[src/rtl/transmit_protocol_pkg.sv]
// Shared definitions for the transmit_protocol serial framer: frame geometry,
// line levels, counter constants and the one-hot state encoding.
// Optional build feature: TX_HOLD_BUF_EN (one-entry holding buffer).
package transmit_protocol_pkg;

  localparam int PKT_W     = 55;  // packet width in bits
  localparam int PRE_ONES  = 5;   // 1 bits that follow the leading 0 of the preamble
  localparam int GAP       = 1;   // idle cycles after the last data bit (1..7)
  localparam int CNT_W     = 7;   // shared down-counter width
  localparam int FRAME_LEN = 1 + PRE_ONES + PKT_W + GAP;

  localparam logic [5:0] PREAMBLE   = 6'b011111;
  localparam logic       IDLE_LEVEL = 1'b1;

  localparam logic [CNT_W-1:0] CNT_ZERO  = 7'd0;
  localparam logic [CNT_W-1:0] CNT_ONE   = 7'd1;
  localparam logic [CNT_W-1:0] PRE_LOAD  = CNT_W'(PRE_ONES - 1);
  localparam logic [CNT_W-1:0] DATA_LOAD = CNT_W'(PKT_W - 1);
  localparam logic [CNT_W-1:0] GAP_LOAD  = CNT_W'(GAP - 1);

  typedef enum logic [4:0] {
    ST_IDLE  = 5'b00001,
    ST_START = 5'b00010,
    ST_PRE   = 5'b00100,
    ST_DATA  = 5'b01000,
    ST_GAP   = 5'b10000
  } state_t;

endpackage

[src/rtl/transmit_protocol_if.sv]
// Packet handshake and serial-line bundle of the transmit_protocol framer.
// master: packet source side; slave: the framer itself.
interface transmit_protocol_if;
  import transmit_protocol_pkg::*;

  logic [PKT_W-1:0] packet;
  logic             send;
  logic             ready;
  logic             S_Data;
  logic             busy;
  logic             done;

  modport master (
    output packet, send,
    input  ready, S_Data, busy, done
  );

  modport slave (
    input  packet, send,
    output ready, S_Data, busy, done
  );

endinterface

[src/rtl/transmit_protocol_hold_buf.sv]
// One-entry valid/data holding register for the transmit_protocol framer.
// Only compiled in when TX_HOLD_BUF_EN is defined; a load has priority over
// a pop (the framer never requests both in the same cycle).
`ifdef TX_HOLD_BUF_EN
module transmit_protocol_hold_buf
  import transmit_protocol_pkg::*;
(
  input  logic             clk,
  input  logic             rst,
  input  logic             i_load,
  input  logic             i_pop,
  input  logic [PKT_W-1:0] i_data,
  output logic             o_valid,
  output logic [PKT_W-1:0] o_data
);

  logic             r_valid;
  logic [PKT_W-1:0] r_data;

  // Buffer state: capture on load, release on pop.
  always_ff @(posedge clk or posedge rst) begin
    if (rst) begin
      r_valid <= 1'b0;
      r_data  <= {PKT_W{1'b0}};
    end else if (i_load) begin
      r_valid <= 1'b1;
      r_data  <= i_data;
    end else if (i_pop) begin
      r_valid <= 1'b0;
    end else begin
      r_valid <= r_valid;
    end
  end

  assign o_valid = r_valid;
  assign o_data  = r_data;

endmodule
`endif

[src/rtl/transmit_protocol.sv]
// Serial framer: sends a 0, PRE_ONES ones, the packet MSB first, then GAP idle
// ones on S_Data. All outputs come from registers, so the line level and done
// are computed from the next state and land together with it.
// Optional build feature: TX_HOLD_BUF_EN adds a one-entry holding buffer so a
// packet can be accepted mid-frame and started straight after the gap.
module transmit_protocol
  import transmit_protocol_pkg::*;
(
  input  logic               clk,
  input  logic               rst,
  transmit_protocol_if.slave bus
);

  state_t           r_state;
  state_t           w_state_nxt;
  logic [CNT_W-1:0] r_cnt;
  logic [CNT_W-1:0] w_cnt_nxt;
  logic [PKT_W-1:0] r_shift;
  logic [PKT_W-1:0] w_shift_nxt;

  logic             r_sdata;
  logic             r_done;
  logic             r_busy;
  logic             w_sdata_nxt;
  logic             w_done_nxt;

  logic             w_ready;
  logic             w_accept;
  logic             w_pend_valid;
  logic [PKT_W-1:0] w_pend_data;

`ifdef TX_HOLD_BUF_EN
  logic w_buf_load;
  logic w_buf_pop;

  // Ready tracks buffer occupancy; an accept outside IDLE parks the packet.
  assign w_ready    = ~w_pend_valid;
  assign w_accept   = bus.send & w_ready;
  assign w_buf_load = w_accept & (r_state != ST_IDLE);
  // Pop exactly when the next-state logic takes the buffered packet.
  assign w_buf_pop  = w_pend_valid &
                      ((r_state == ST_IDLE) | ((r_state == ST_GAP) & (r_cnt == CNT_ZERO)));

  transmit_protocol_hold_buf u_hold_buf (
    .clk     (clk),
    .rst     (rst),
    .i_load  (w_buf_load),
    .i_pop   (w_buf_pop),
    .i_data  (bus.packet),
    .o_valid (w_pend_valid),
    .o_data  (w_pend_data)
  );
`else
  logic r_ready;

  // Ready register: high only while the next state is IDLE.
  always_ff @(posedge clk or posedge rst) begin
    if (rst) begin
      r_ready <= 1'b1;
    end else begin
      r_ready <= (w_state_nxt == ST_IDLE);
    end
  end

  assign w_ready      = r_ready;
  assign w_accept     = bus.send & w_ready;
  assign w_pend_valid = 1'b0;
  assign w_pend_data  = {PKT_W{1'b0}};
`endif

  // State register: FSM state, shared down-counter and packet shift register.
  always_ff @(posedge clk or posedge rst) begin
    if (rst) begin
      r_state <= ST_IDLE;
      r_cnt   <= CNT_ZERO;
      r_shift <= {PKT_W{1'b0}};
    end else begin
      r_state <= w_state_nxt;
      r_cnt   <= w_cnt_nxt;
      r_shift <= w_shift_nxt;
    end
  end

  // Next-state logic: walk START -> PRE -> DATA -> GAP, reloading the counter per phase.
  always_comb begin
    w_state_nxt = r_state;
    w_cnt_nxt   = r_cnt;
    w_shift_nxt = r_shift;
    case (r_state)
      ST_IDLE: begin
        if (w_pend_valid) begin
          w_state_nxt = ST_START;
          w_shift_nxt = w_pend_data;
        end else if (w_accept) begin
          w_state_nxt = ST_START;
          w_shift_nxt = bus.packet;
        end else begin
          w_state_nxt = ST_IDLE;
        end
      end
      ST_START: begin
        w_state_nxt = ST_PRE;
        w_cnt_nxt   = PRE_LOAD;
      end
      ST_PRE: begin
        if (r_cnt == CNT_ZERO) begin
          w_state_nxt = ST_DATA;
          w_cnt_nxt   = DATA_LOAD;
        end else begin
          w_cnt_nxt   = r_cnt - CNT_ONE;
        end
      end
      ST_DATA: begin
        // The MSB of the shift register is the bit on the line; advance it.
        w_shift_nxt = {r_shift[PKT_W-2:0], 1'b0};
        if (r_cnt == CNT_ZERO) begin
          w_state_nxt = ST_GAP;
          w_cnt_nxt   = GAP_LOAD;
        end else begin
          w_cnt_nxt   = r_cnt - CNT_ONE;
        end
      end
      ST_GAP: begin
        if (r_cnt == CNT_ZERO) begin
          if (w_pend_valid) begin
            w_state_nxt = ST_START;
            w_shift_nxt = w_pend_data;
          end else begin
            w_state_nxt = ST_IDLE;
          end
        end else begin
          w_cnt_nxt = r_cnt - CNT_ONE;
        end
      end
      default: begin
        w_state_nxt = ST_IDLE;
        w_cnt_nxt   = CNT_ZERO;
        w_shift_nxt = {PKT_W{1'b0}};
      end
    endcase
  end

  // Output decode from the next state so the registered line matches the state it enters.
  always_comb begin
    w_sdata_nxt = IDLE_LEVEL;
    w_done_nxt  = 1'b0;
    case (w_state_nxt)
      ST_IDLE:  w_sdata_nxt = IDLE_LEVEL;
      ST_START: w_sdata_nxt = PREAMBLE[5];
      ST_PRE:   w_sdata_nxt = PREAMBLE[0];
      ST_DATA: begin
        w_sdata_nxt = w_shift_nxt[PKT_W-1];
        w_done_nxt  = (w_cnt_nxt == CNT_ZERO);
      end
      ST_GAP:   w_sdata_nxt = IDLE_LEVEL;
      default:  w_sdata_nxt = IDLE_LEVEL;
    endcase
  end

  // Output registers: line level, last-bit pulse and busy flag.
  always_ff @(posedge clk or posedge rst) begin
    if (rst) begin
      r_sdata <= IDLE_LEVEL;
      r_done  <= 1'b0;
      r_busy  <= 1'b0;
    end else begin
      r_sdata <= w_sdata_nxt;
      r_done  <= w_done_nxt;
      r_busy  <= (w_state_nxt != ST_IDLE);
    end
  end

  assign bus.ready  = w_ready;
  assign bus.S_Data = r_sdata;
  assign bus.busy   = r_busy;
  assign bus.done   = r_done;

endmodule
[src/flat_wrapper.sv]
// flat-port wrapper written by rule: the top's interface ports become plain ports
module transmit_protocol_flat import transmit_protocol_pkg::*;
  (clk, rst, bus_packet, bus_send, bus_ready, bus_S_Data, bus_busy, bus_done);
  transmit_protocol_if bus_i ();
  input  logic clk;
  input  logic rst;
  input wire logic [$bits(bus_i.packet)-1:0] bus_packet;
  input wire logic [$bits(bus_i.send)-1:0] bus_send;
  output wire logic [$bits(bus_i.ready)-1:0] bus_ready;
  output wire logic [$bits(bus_i.S_Data)-1:0] bus_S_Data;
  output wire logic [$bits(bus_i.busy)-1:0] bus_busy;
  output wire logic [$bits(bus_i.done)-1:0] bus_done;
  assign bus_i.packet = bus_packet;
  assign bus_i.send = bus_send;
  assign bus_ready = bus_i.ready;
  assign bus_S_Data = bus_i.S_Data;
  assign bus_busy = bus_i.busy;
  assign bus_done = bus_i.done;
  transmit_protocol u_core (.clk(clk), .rst(rst), .bus(bus_i));
endmodule
[config.mk]
export PLATFORM = sky130hd
export DESIGN_NAME = transmit_protocol_flat
export DESIGN_NICKNAME = d
export VERILOG_FILES = /design/src/rtl/transmit_protocol_pkg.sv /design/src/rtl/transmit_protocol_if.sv /design/src/rtl/transmit_protocol_hold_buf.sv /design/src/rtl/transmit_protocol.sv /design/src/flat_wrapper.sv
export SDC_FILE = /design/constraint.sdc
export NUM_CORES = 1
export LEC_CHECK = 0
export CORE_MARGIN = 4
export CORE_UTILIZATION = 52
export DETAILED_ROUTE_END_ITERATION = 10
export MAX_ROUTING_LAYER = met4
export PLACE_DENSITY = 0.85
export SYNTH_ARGS = -nofsm -noshare
export SYNTH_HDL_FRONTEND = slang
export SYNTH_SLANG_ARGS = --single-unit
[constraint.sdc]
create_clock -name clk -period 2.55 [get_ports clk]
set_clock_uncertainty 0.1 [all_clocks]
set_input_delay 0.51 -clock clk [delete_from_list [all_inputs] [get_ports clk]]
set_output_delay 0.51 -clock clk [all_outputs]
set_load 0.03 [all_outputs]
[After elaboration in Yosys (flattened, before gate mapping)]
Cells that the tools add are included.
Word-level totals
  register bits after elaboration: 71
  output and inout bits: 4
  input bits: 58
  logic and storage cells: 38
Operators by class
  bitwise gates (word level): 2
  eq/ne operators: 10
  add/sub/neg operators: 1
  reductions and logical operators: 4
  muxes and demuxes: 13
Operators by type and width (count)
  $pmux W55 S3: 1
  $mux W55: 1
  $pmux W7 S5: 1
  $pmux W5 S5: 1
  $mux W7: 3
  $mux W5: 3
  $logic_not A7 Y1: 2
  $eq A5 B1 Y1 const B: 2
  $eq A5 B2 Y1 const B: 2
  $eq A5 B4 Y1 const B: 2
  $sub A7 B1 Y7 const B: 1
  $eq A5 B3 Y1 const B: 1
  $eq A5 B5 Y1 const B: 1
  $ne A5 B1 Y1 const B: 1
  $reduce_or A3 Y1: 1
  $mux W2: 1
  $ne A2 B1 Y1 const B: 1
  $pmux W1 S2: 1
  $reduce_and A2 Y1: 1
  $and A1 B1 Y1: 1
  $mux W1: 1
  $not A1 Y1: 1

[Logic depth before layout (Yosys ltp)]
Gate-level depths: netlist of run 1.
  word-level depth: 5
  depth in mapped cells: 9
  depth with buffers taken out: 9

[Worst setup path before layout of run 1]
OpenSTA, ideal clock, no wires.
  kind: flip-flop to flip-flop
  start: register u_core.r_cnt[0]
  end: register u_core.r_done (netlist: u_core.bus.done)
  period minus slack after synthesis: 2069 ps
  arrival: 1874 ps
  cell stages (with the launch flop): 9
  buffers on the path: 0
  setup time: 96 ps
  slack: 481 ps
  data required time: 2354 ps
  cell sequence: dfrtp_1 -> inv_1 -> ha_1 -> nor3b_4 -> nand2_4 -> or2b_1 -> o21ai_0 -> or3b_1 -> nor4_2
Between the ends
  longest elaborated chain between the ends: 5
  elaborated cells on any way between the ends: 13
  classes of those cells: 1 x add/sub; 1 x eq/ne; 9 x mux; 2 x reduce/logical
RTL lines
  start, declared: RTL line transmit_protocol.sv:16  | logic [CNT_W-1:0] r_cnt;
  start signal, assigned: RTL line transmit_protocol.sv:79  | r_cnt <= w_cnt_nxt;
  $sub A7 B1 Y7 / $logic_not A7 Y1 (equally long branches)
  $mux W7, or another cell as far along: RTL line transmit_protocol.sv:124  | if (r_cnt == CNT_ZERO) begin
  $pmux W7 S5 / $pmux W5 S5 (equally long branches): RTL line transmit_protocol.sv:89  | case (r_state)
  $logic_not A7 Y1 / $eq A5 B4 Y1 (equally long branches): RTL line transmit_protocol.sv:153, transmit_protocol.sv:147
  $mux W1 (*): RTL line transmit_protocol.sv:147  | case (w_state_nxt)
  via u_core.w_done_nxt: RTL line transmit_protocol.sv:25  | logic w_done_nxt;
  end signal, assigned: RTL line transmit_protocol.sv:168  | r_done <= w_done_nxt;
  end, declared: RTL line transmit_protocol.sv:22  | logic r_done;
Mark *: on every way through the listed nets, which the timed path passes. The rest lies on a longest branch.
A chain may end at the register's enable or synchronous reset.

[Worst setup path after layout of run 1]
Same ends and word-level chain as after synthesis.

==> results of run 1 <==
==> power groups by stage <==
stage               Sequential, µW  Combinational (µW)  Clock [µW]
finish                        1840                1520         846
global placement              1810                1440           0
CTS                           1820                1510         865
global route                  1870                1690         918
floorplan                     1790                1050           0
detailed placement            1830                1500           0
==> worst min-delay path: cells and delay by family (launching register included) <==
| family | cells | cell delay, ps |
|---|---|---|
| flip-flops | 1 | 330 |
| AND/OR/NAND/NOR | 2 | 120 |
==> cell families after synthesis <==
logic type               count (synthesis)  share of synthesized area
AO/OA/AOI/OAI                           77                      0.214
adder cells (fa/ha/maj)                  3                     0.0117
multiplexers                             3                    0.00933
AND/OR/NAND/NOR                         52                     0.0983
flip-flops                              71                      0.553
XOR/XNOR                                 4                     0.0109
buffers and inverters                   80                      0.103
==> cell usage in the layout, fill, tap and decap left out, types with 2 or more instances in the layout <==
cell type and count:
dfstp_2 3, a21oi_1 5, clkinv_2 2, nor2b_1 3, dfrtp_1 68, nand3_1 3, clkdlybuf4s50_1 61, nor3b_1 2
xor2_1 3, nand2b_1 4, o21ai_1 2, clkbuf_8 9, o21ai_0 6, nor2_1 6, a222oi_1 53, nand2_1 13
nor3_1 5, buf_4 6, inv_1 58, clkbuf_1 2, buf_12 3, ha_1 3, and3_1 2, mux2i_1 3
==> flip-flops by register name, summed over array words and instances (netlist names) <==
signal,flops
u_core.r_state,5
u_core.bus.S_Data,1
u_core.bus.ready,1
u_core.bus.busy,1
u_core.bus.done,1
u_core.r_cnt,7
u_core.r_shift,55
==> layer usage <==
| layer | track usage | up-vias |
|---|---|---|
| li1 | - | 1206 |
| met1 | 0.260 | 1254 |
| met2 | 0.337 | 105 |
| met3 | 0.0741 | 9 |
| met4 | 0.0737 | 0 |
| met5 | - | - |
==> worst min-delay path by stage <==
| stage | slack, ps | startpoint | depth (start not counted) | endpoint |
|---|---|---|---|---|
| 5_1_grt | 410 | u_core.r_shift[30] | 2 | u_core.r_shift[31] |
| 3_3_place_gp | 360 | u_core.r_shift[54] | 2 | u_core.r_shift[54] |
| 6_report | 380 | u_core.r_shift[54] | 2 | u_core.r_shift[54] |
| 3_5_place_dp | 370 | u_core.r_shift[54] | 2 | u_core.r_shift[54] |
| 2_1_floorplan | 340 | u_core.r_shift[54] | 2 | u_core.r_shift[54] |
| 4_1_cts | 380 | u_core.r_shift[54] | 2 | u_core.r_shift[54] |
==> through the flow <==
stage          utilization  instance area [µm²]  setup slack [ps]  std cells  total power [µW]
6_report             0.691                 4120               223        429              4200
3_3_place_gp         0.661                 3940               122        414              3250
4_1_cts              0.691                 4120               227        429              4210
5_1_grt              0.691                 4120              57.1        429              4480
3_5_place_dp         0.661                 3940             -1.49        414              3340
2_1_floorplan            -                 3220               148        290              2840
==> cells in the mapped netlist, drive strengths merged, types with 2 or more instances <==
| library cell | instances |
|---|---|
| nand3 | 3 |
| nor3 | 6 |
| and3 | 3 |
| o21ai | 8 |
| dfstp | 3 |
| nor3b | 3 |
| mux2i | 3 |
| clkbuf | 5 |
| buf | 16 |
| ha | 3 |
| nand2 | 14 |
| nor2 | 7 |
| nor2b | 3 |
| inv | 59 |
| a222oi | 53 |
| dfrtp | 68 |
| xor2 | 3 |
| a21oi | 6 |
| o211ai | 2 |
| nand2b | 4 |
==> area by class of cell <==
type,count,area share
sequential,71,0.433
multi-input combinational,139,0.273
timing repair buffer,70,0.174
inverter,59,0.0538
clock buffer,11,0.0319
tap,75,0.0228
clock inverter,4,0.0116
==> flow_metrics.tcl, run 1 <==
set metrics [dict create \
    place.gp.congestion 0.895 \
    drt_wl_total_um 7390 \
    root_buffer "clkbuf_8" \
    pin_count 62 \
    grt_max_degree 72 \
    multi_input_comb_area_um2 1120 \
    p_leak_uw 0.00214 \
    syn_inst 290 \
    p_clk_frac 0.201 \
    postCtsSetupBuffers 0 \
    drtAntennaViolNets 0 \
    max_slew_margin 0.615 \
    r2r_end "u_core.bus.done" \
    clk_pin_slew_worst_paths_ps 70 \
    n_antenna_cell 0 \
    switching_power_uw 1500 \
    via_count 2574 \
    route.met3.wl_um 545 \
    switching_share 0.358 \
    finalSetupViolations 0 \
    critical-path-top-delay-family "simple AND/OR/NAND/NOR gates" \
    reg2reg_depth 8 \
    hpwlAfterDp_um 4840 \
    postCtsResizedCells 0 \
    cp_slowest_cell "dfrtp_1" \
    cts_tree "built" \
    std_cell_rows 28 \
    htreeDepth 3 \
    critical_path_required_ps 2700 \
    crit_start "u_core.r_cnt[0]" \
    yosysWarnings 0 \
    worst_hold_path_type "flip-flop to flip-flop" \
    final_hold_viol_count 0 \
    cts_max_path_buffers 2 \
    drt_iter0_markers 378 \
    status "finished clean" \
    fmax_ghz 0.430 \
    m1WireLength_um 3010 \
    synth-seq-cells 71 \
    track_usage 0.215 \
    rsz0062_at_grt "false" \
    crit_buf_inv 1 \
    synthFlopType "dfrtp_1" \
    yosys.area.top_type "dfrtp_1" \
    routed.top_layer "met4" \
    crit_chain "inv_1, ha_1, nor3b_4, nand2_4, or2b_1, o21ai_0, or3b_1, nor4_2" \
    clkLatencyLatePin_ps 350 \
    overflow 0 \
    die_w_um 86.7 \
    p_int_uw 2700 \
    cp-endpoint "u_core.bus.done" \
    syn_nets 351 \
    critical_path_class "flip-flop to flip-flop" \
    regArea_um2 1780 \
    worst_pin_slew_ps 570 \
    wl_met2_um 3740 \
    fin_crit_ps 2330 \
    start_util 0.541 \
    cap_viol_max_count 0 \
    crit_cells 8 \
    core_area_um2 5960 \
    ys_types 47 \
    drive_gt1_frac 0.0960 \
    drc 0 \
    p_per_area_nw_per_um2 1020 \
    ctsHoldBuffers 0 \
    comb_power_share 0.361 \
    synth_edf_count 0 \
    drtPass1Iterations 7 \
    fin_crit_sh 0.913 \
    avgRoutedWirePerCell_um 17.2 \
    grt_pass1_wl_um 12100 \
    avgViaCountPerCell 6.00 \
    syn_avg_cell_area_um2 11.1 \
    syn_to_final_growth_pct 27.8 \
    r2r_start "u_core.r_cnt[0]" \
    power.share.sequential 0.437 \
    critical_path.startpoint_type "flip-flop" \
    fin_hold_ws_ps 379 \
    vdd_drop_max_mv 0.777 \
    layout.nets 411 \
    async_flop_share 1.00 \
    end_kind "flip-flop" \
    cp_data_arrival_time_ps 2480 \
    max_stage_delay_ps 410 \
    slew_violations 0 \
    fillCellCount 472 \
    worst-path-max-fanout 7 \
    ys_top_cells_by_area "dfrtp_1, a222oi_1, inv_1, dfstp_2, nand2_1" \
    numPortBuffers 61 \
    synth_area_um2 3220 \
    cts.sinks 71 \
    fin_setup_tns_ps 0 \
    grt_pass1_vias 2564 \
    yosysTopAreaCellShare 0.529 \
    dieArea_um2 7510 \
    die_h_um 86.7 \
    r2r_slack_ps 220 \
    antenna_found_initial 0 \
    cts_buffers 9 \
    synth_seq_area_share 0.553 \
]
No activity file was read; power rests on OpenSTA's default activity.
==> inputs of run 2 (changes only) <==
- CAP_MARGIN: unset -> 25
- CORE_ASPECT_RATIO: unset -> 1.75
==> run 2 against run 1 <==
  * Sequential cell count unchanged
  * Critical path depth unchanged
  * Register-to-register slack got worse by 50 ps
  * Final cell count increased by 0.93%
  * Highest routed layer unchanged
  * Hold slack got worse by 5.3 ps
  * Sequential share of layout area decreased by 0.52 points
  * Maximum frequency decreased by 2.3%
  * Critical path type unchanged
  * Sequential power about the same
  * Cell area increased by 1.2%
  * Setup slack got worse by 55 ps
  * Largest power group unchanged
  * Global-route usage decreased by 0.47 points
==> flow_metrics.tcl, run 2 (synthesized netlist as in run 1, its figures left out) <==
set metrics [dict create \
    status "finished clean" \
    cap_viol_max_count 0 \
    drt_iter0_markers 398 \
    htreeDepth 3 \
    clkLatencyLatePin_ps 340 \
    dieArea_um2 7560 \
    numPortBuffers 61 \
    syn_to_final_growth_pct 29.4 \
    critical_path_class "flip-flop to flip-flop" \
    r2r_slack_ps 170 \
    worst_hold_path_type "input port to asynchronous set/reset pin" \
    cp-endpoint "u_core.bus.done" \
    max_slew_margin 0.589 \
    track_usage 0.210 \
    crit_start "u_core.r_cnt[0]" \
    end_kind "flip-flop" \
    r2r_start "u_core.r_cnt[0]" \
    grt_pass1_vias 2642 \
    place.gp.congestion 0.852 \
    largest_register_ffs 55 \
    comb_power_share 0.341 \
    switching_power_uw 1490 \
    fmax_ghz 0.420 \
    layout.nets 411 \
    ctsHoldBuffers 0 \
    layout.cells.non_filler 433 \
    std_cell_rows 37 \
    cts.sinks 71 \
    cts_tree "built" \
    reg2reg_depth 8 \
    drc 0 \
    clk_pin_slew_worst_paths_ps 70 \
    power.share.sequential 0.417 \
    drtAntennaViolNets 0 \
    fin_setup_tns_ps 0 \
    drt_wl_total_um 7280 \
    hpwlAfterDp_um 5120 \
    root_buffer "clkbuf_8" \
    overflow 0 \
    drive_gt1_frac 0.0986 \
    postCtsSetupBuffers 0 \
    drtPass1Iterations 8 \
    fin_crit_ps 2380 \
    grt_pass1_wl_um 11800 \
    cts_max_path_buffers 2 \
    postCtsResizedCells 0 \
    fin_crit_sh 0.934 \
    regMostFlops "u_core.r_shift" \
    place_inst 417 \
    p_leak_uw 0.00216 \
    rsz0062_at_grt "false" \
    p_int_uw 2890 \
    p_clk_frac 0.242 \
    slew_violations 0 \
    finalSetupViolations 0 \
    p_per_area_nw_per_um2 1050 \
    start_util 0.539 \
    core_area_um2 5970 \
    switching_share 0.340 \
    vdd_drop_max_mv 0.686 \
    cts_buffers 9 \
    n_antenna_cell 0 \
    cp_data_arrival_time_ps 2520 \
    antenna_found_initial 0 \
    avgViaCountPerCell 6.00 \
    via_count 2598 \
    r2r_end "u_core.bus.done" \
    grt_max_degree 36 \
    critical_path_required_ps 2690 \
    die_h_um 112 \
    worst_pin_slew_ps 616 \
    final_common_cell "dfrtp_1" \
    top_regs "u_core.r_shift: 55 flops, u_core.r_cnt: 7 flops, u_core.r_state: 5 flops" \
    worst-path-max-fanout 7 \
    final_hold_viol_count 0 \
    pin_count 62 \
    avgRoutedWirePerCell_um 16.8 \
    critical_path.startpoint_type "flip-flop" \
    final_cell_mix "dfrtp_1, clkdlybuf4s50_1, inv_1" \
    die_w_um 67.5 \
]
[run 2: cell types whose count changed in the layout (fill, tap and decap cells not counted)]
cell       delta
bufinv_16     +2
clkinv_2      -2
clkinv_4      +1
buf_12        -1
buf_4         +1
[run 2: area by class of cell]
| class | count | area, µm² |
|---|---|---|
| timing repair buffer | 70 | 703 |
| tap | 78 | 97.6 |
| fill | 448 | 1810 |
| clock inverter | 5 | 106 |
| inverter | 59 | 221 |
| clock buffer | 11 | 131 |
| multi-input combinational | 139 | 1120 |
| sequential | 71 | 1780 |
[run 2: worst max-delay path: stages (launching register included)]
cell	delay, ps
dfrtp_1	410
inv_1	140
ha_1	210
nor3b_4	310
nand2_4	130
or2b_1	210
o21ai_0	100
or3b_1	380
nor4_2	290
[run 2: worst min path at each step]
stage	from	to	slack [ps]	depth (start not counted)
floorplan	u_core.r_shift[54]	u_core.r_shift[54]	340	2
global placement	u_core.r_shift[54]	u_core.r_shift[54]	360	2
detailed placement	u_core.r_shift[54]	u_core.r_shift[54]	370	2
CTS	rst	u_core.r_shift[16]	370	2
global route	rst	u_core.r_state[2]	380	2
finish	rst	u_core.r_shift[49]	370	2
[run 2: per-layer routing]
metal	track usage	vias up	share of wire	routed length (µm)
li1	-	1199	-	-
met1	0.244	1295	0.38	2770
met2	0.334	87	0.55	3980
met3	0.0460	17	0.045	328
met4	0.106	0	0.026	191
met5	-	-	0	0
[run 2: through the flow]
step / total power (µW) / utilization / hold WS [ps] / setup slack, ps / cell area (µm²)
CTS: 4400 / 0.697 / 366 / 182 / 4170
floorplan: 2840 / - / 343 / 148 / 3220
finish: 4380 / 0.697 / 373 / 168 / 4170
detailed placement: 3320 / 0.658 / 370 / 82.5 / 3930
global route: 4650 / 0.697 / 381 / 88.1 / 4170
global placement: 3250 / 0.658 / 355 / 155 / 3930
[run 2: power by group through the flow]
stage                     combinational (µW)  clock [µW]  sequential (µW)
after global routing                    1650        1130             1870
after CTS                               1490        1080             1820
after global placement                  1430           0             1820
after floorplan                         1050           0             1790
after detailed placement                1480           0             1830
final                                   1490        1060             1830
==> inputs of run 3 (changes only) <==
- CELL_PAD_IN_SITES_DETAIL_PLACEMENT: unset -> 0
- CELL_PAD_IN_SITES_GLOBAL_PLACEMENT: unset -> 1
- CORE_UTILIZATION: 52 -> 40
- PLACE_DENSITY: 0.85 -> 0.84
==> run 3 against run 2 <==
  * Hold slack worse by 8.3 ps
  * Register-to-register slack better by 50 ps
  * Utilization is 16 points lower
  * Non-clock buffer count rose by 2
  * Routed wire length up 3.5%
  * Clock power is 12% higher
  * Global-route usage decreased by 3.3 points
  * Cell area increased by 2.0%
  * Maximum frequency increased by 2.1%
  * Largest cell class unchanged
  * Highest routed layer unchanged
==> flow_metrics.tcl, run 3 (synthesized netlist as in run 1, its figures left out) <==
set metrics [dict create \
    drtAntennaViolNets 0 \
    dp_slack_ps 147 \
    ctsHoldBuffers 0 \
    fmax_ghz 0.429 \
    postCtsSetupBuffers 0 \
    end_kind "flip-flop" \
    grt_pass1_wl_um 12300 \
    core_area_um2 7910 \
    dieArea_um2 9600 \
    comb_power_share 0.333 \
    final_common_cell "dfrtp_1" \
    cap_viol_max_count 0 \
    largest_register_ffs 55 \
    drtPass1Iterations 6 \
    fin_setup_tns_ps 0 \
    final_hold_viol_count 0 \
    pin_count 62 \
    rsz0062_at_grt "false" \
    slew_violations 0 \
    cts_buffers 9 \
    status "finished clean" \
    worst-path-max-fanout 7 \
    p_clk_frac 0.263 \
    final_cell_mix "dfrtp_1, clkdlybuf4s50_1, inv_1" \
    top_regs "u_core.r_shift: 55 flops, u_core.r_cnt: 7 flops, u_core.r_state: 5 flops" \
    avgViaCountPerCell 5.71 \
    track_usage 0.177 \
    std_cell_rows 43 \
    cts.sinks 71 \
    drt_wl_total_um 7530 \
    die_w_um 75.8 \
    postCtsResizedCells 0 \
    switching_share 0.334 \
    avgRoutedWirePerCell_um 16.9 \
    critical_path_class "flip-flop to flip-flop" \
    via_count 2545 \
    finalSetupViolations 0 \
    layout.cells.non_filler 446 \
    htreeDepth 3 \
    drc 0 \
    die_h_um 127 \
    cts_tree "built" \
    antenna_found_initial 0 \
    critical_path.startpoint_type "flip-flop" \
    grt_max_degree 44 \
    critical_path_required_ps 2690 \
    root_buffer "clkbuf_16" \
    vdd_drop_max_mv 0.650 \
    start_util 0.407 \
    switching_power_uw 1510 \
    worst_pin_slew_ps 481 \
    p_leak_uw 0.00220 \
    power.share.sequential 0.404 \
    numPortBuffers 61 \
    syn_to_final_growth_pct 32.0 \
    place_inst 431 \
    p_per_area_nw_per_um2 1060 \
    worst_hold_path_type "input port to asynchronous set/reset pin" \
    n_antenna_cell 0 \
    max_slew_margin 0.675 \
    cts_max_path_buffers 2 \
    cp_data_arrival_time_ps 2470 \
    place.gp.congestion 0.907 \
    fin_ws_ps 216 \
    clk_pin_slew_worst_paths_ps 60 \
    layout.nets 413 \
    hpwlAfterDp_um 5550 \
    overflow 0 \
    fin_crit_ps 2330 \
    p_int_uw 3010 \
    grt_pass1_vias 2589 \
    drive_gt1_frac 0.101 \
    drt_iter0_markers 341 \
    r2r_slack_ps 220 \
    clkLatencyLatePin_ps 330 \
    regMostFlops "u_core.r_shift" \
    fin_crit_sh 0.915 \
]
run 3: worst paths after layout:
| path | start | endpoint | cells after the start |
|---|---|---|---|
| min | rst | u_core.r_shift[44] | 2 |
| max reg2reg | u_core.r_cnt[0] | u_core.bus.done | 8 |
| max in group asynchronous | rst | u_core.bus.S_Data | 3 |
| max | u_core.r_cnt[0] | u_core.bus.done | 8 |
| min reg2reg | u_core.r_shift[54] | u_core.r_shift[54] | 2 |
| min in group clk | u_core.r_shift[54] | u_core.r_shift[54] | 2 |
run 3: final cells by class:
class	count	area, µm²
multi-input cells	139	1120
flip-flops and latches	71	1780
inverters	59	221
clock inverters	4	47.5
well taps	90	113
repair buffers	72	731
fillers	696	3660
clock buffers	11	233
run 3: critical path: stages (launching register included):
cell,delay (ps)
dfrtp_1,400
inv_1,150
ha_1,210
nor3b_4,320
nand2_4,130
mux2i_1,160
o2bb2ai_1,100
or3b_1,410
nor4_2,250
run 3: metrics by stage:
step / power, µW / utilization / hold slack [ps] / instance area [µm²]
2_1_floorplan: 2840 / - / 343 / 3220
3_3_place_gp: 3290 / 0.502 / 356 / 3970
3_5_place_dp: 3340 / 0.502 / 369 / 3970
4_1_cts: 4550 / 0.537 / 374 / 4250
5_1_grt: 4820 / 0.537 / 397 / 4250
6_report: 4520 / 0.537 / 365 / 4250
run 3: power groups by stage:
stage                     combinational [µW]  sequential, µW  clock, µW
after floorplan                         1050            1790          0
after global placement                  1480            1820          0
after detailed placement                1510            1830          0
after CTS                               1520            1820       1210
after global routing                    1670            1870       1270
final                                   1500            1820       1190
run 3: per-layer routing:
metal	share of wire	global-route usage
met5	0	-
met3	0.041	0.0381
met4	0.025	0.0875
met1	0.39	0.208
met2	0.55	0.278
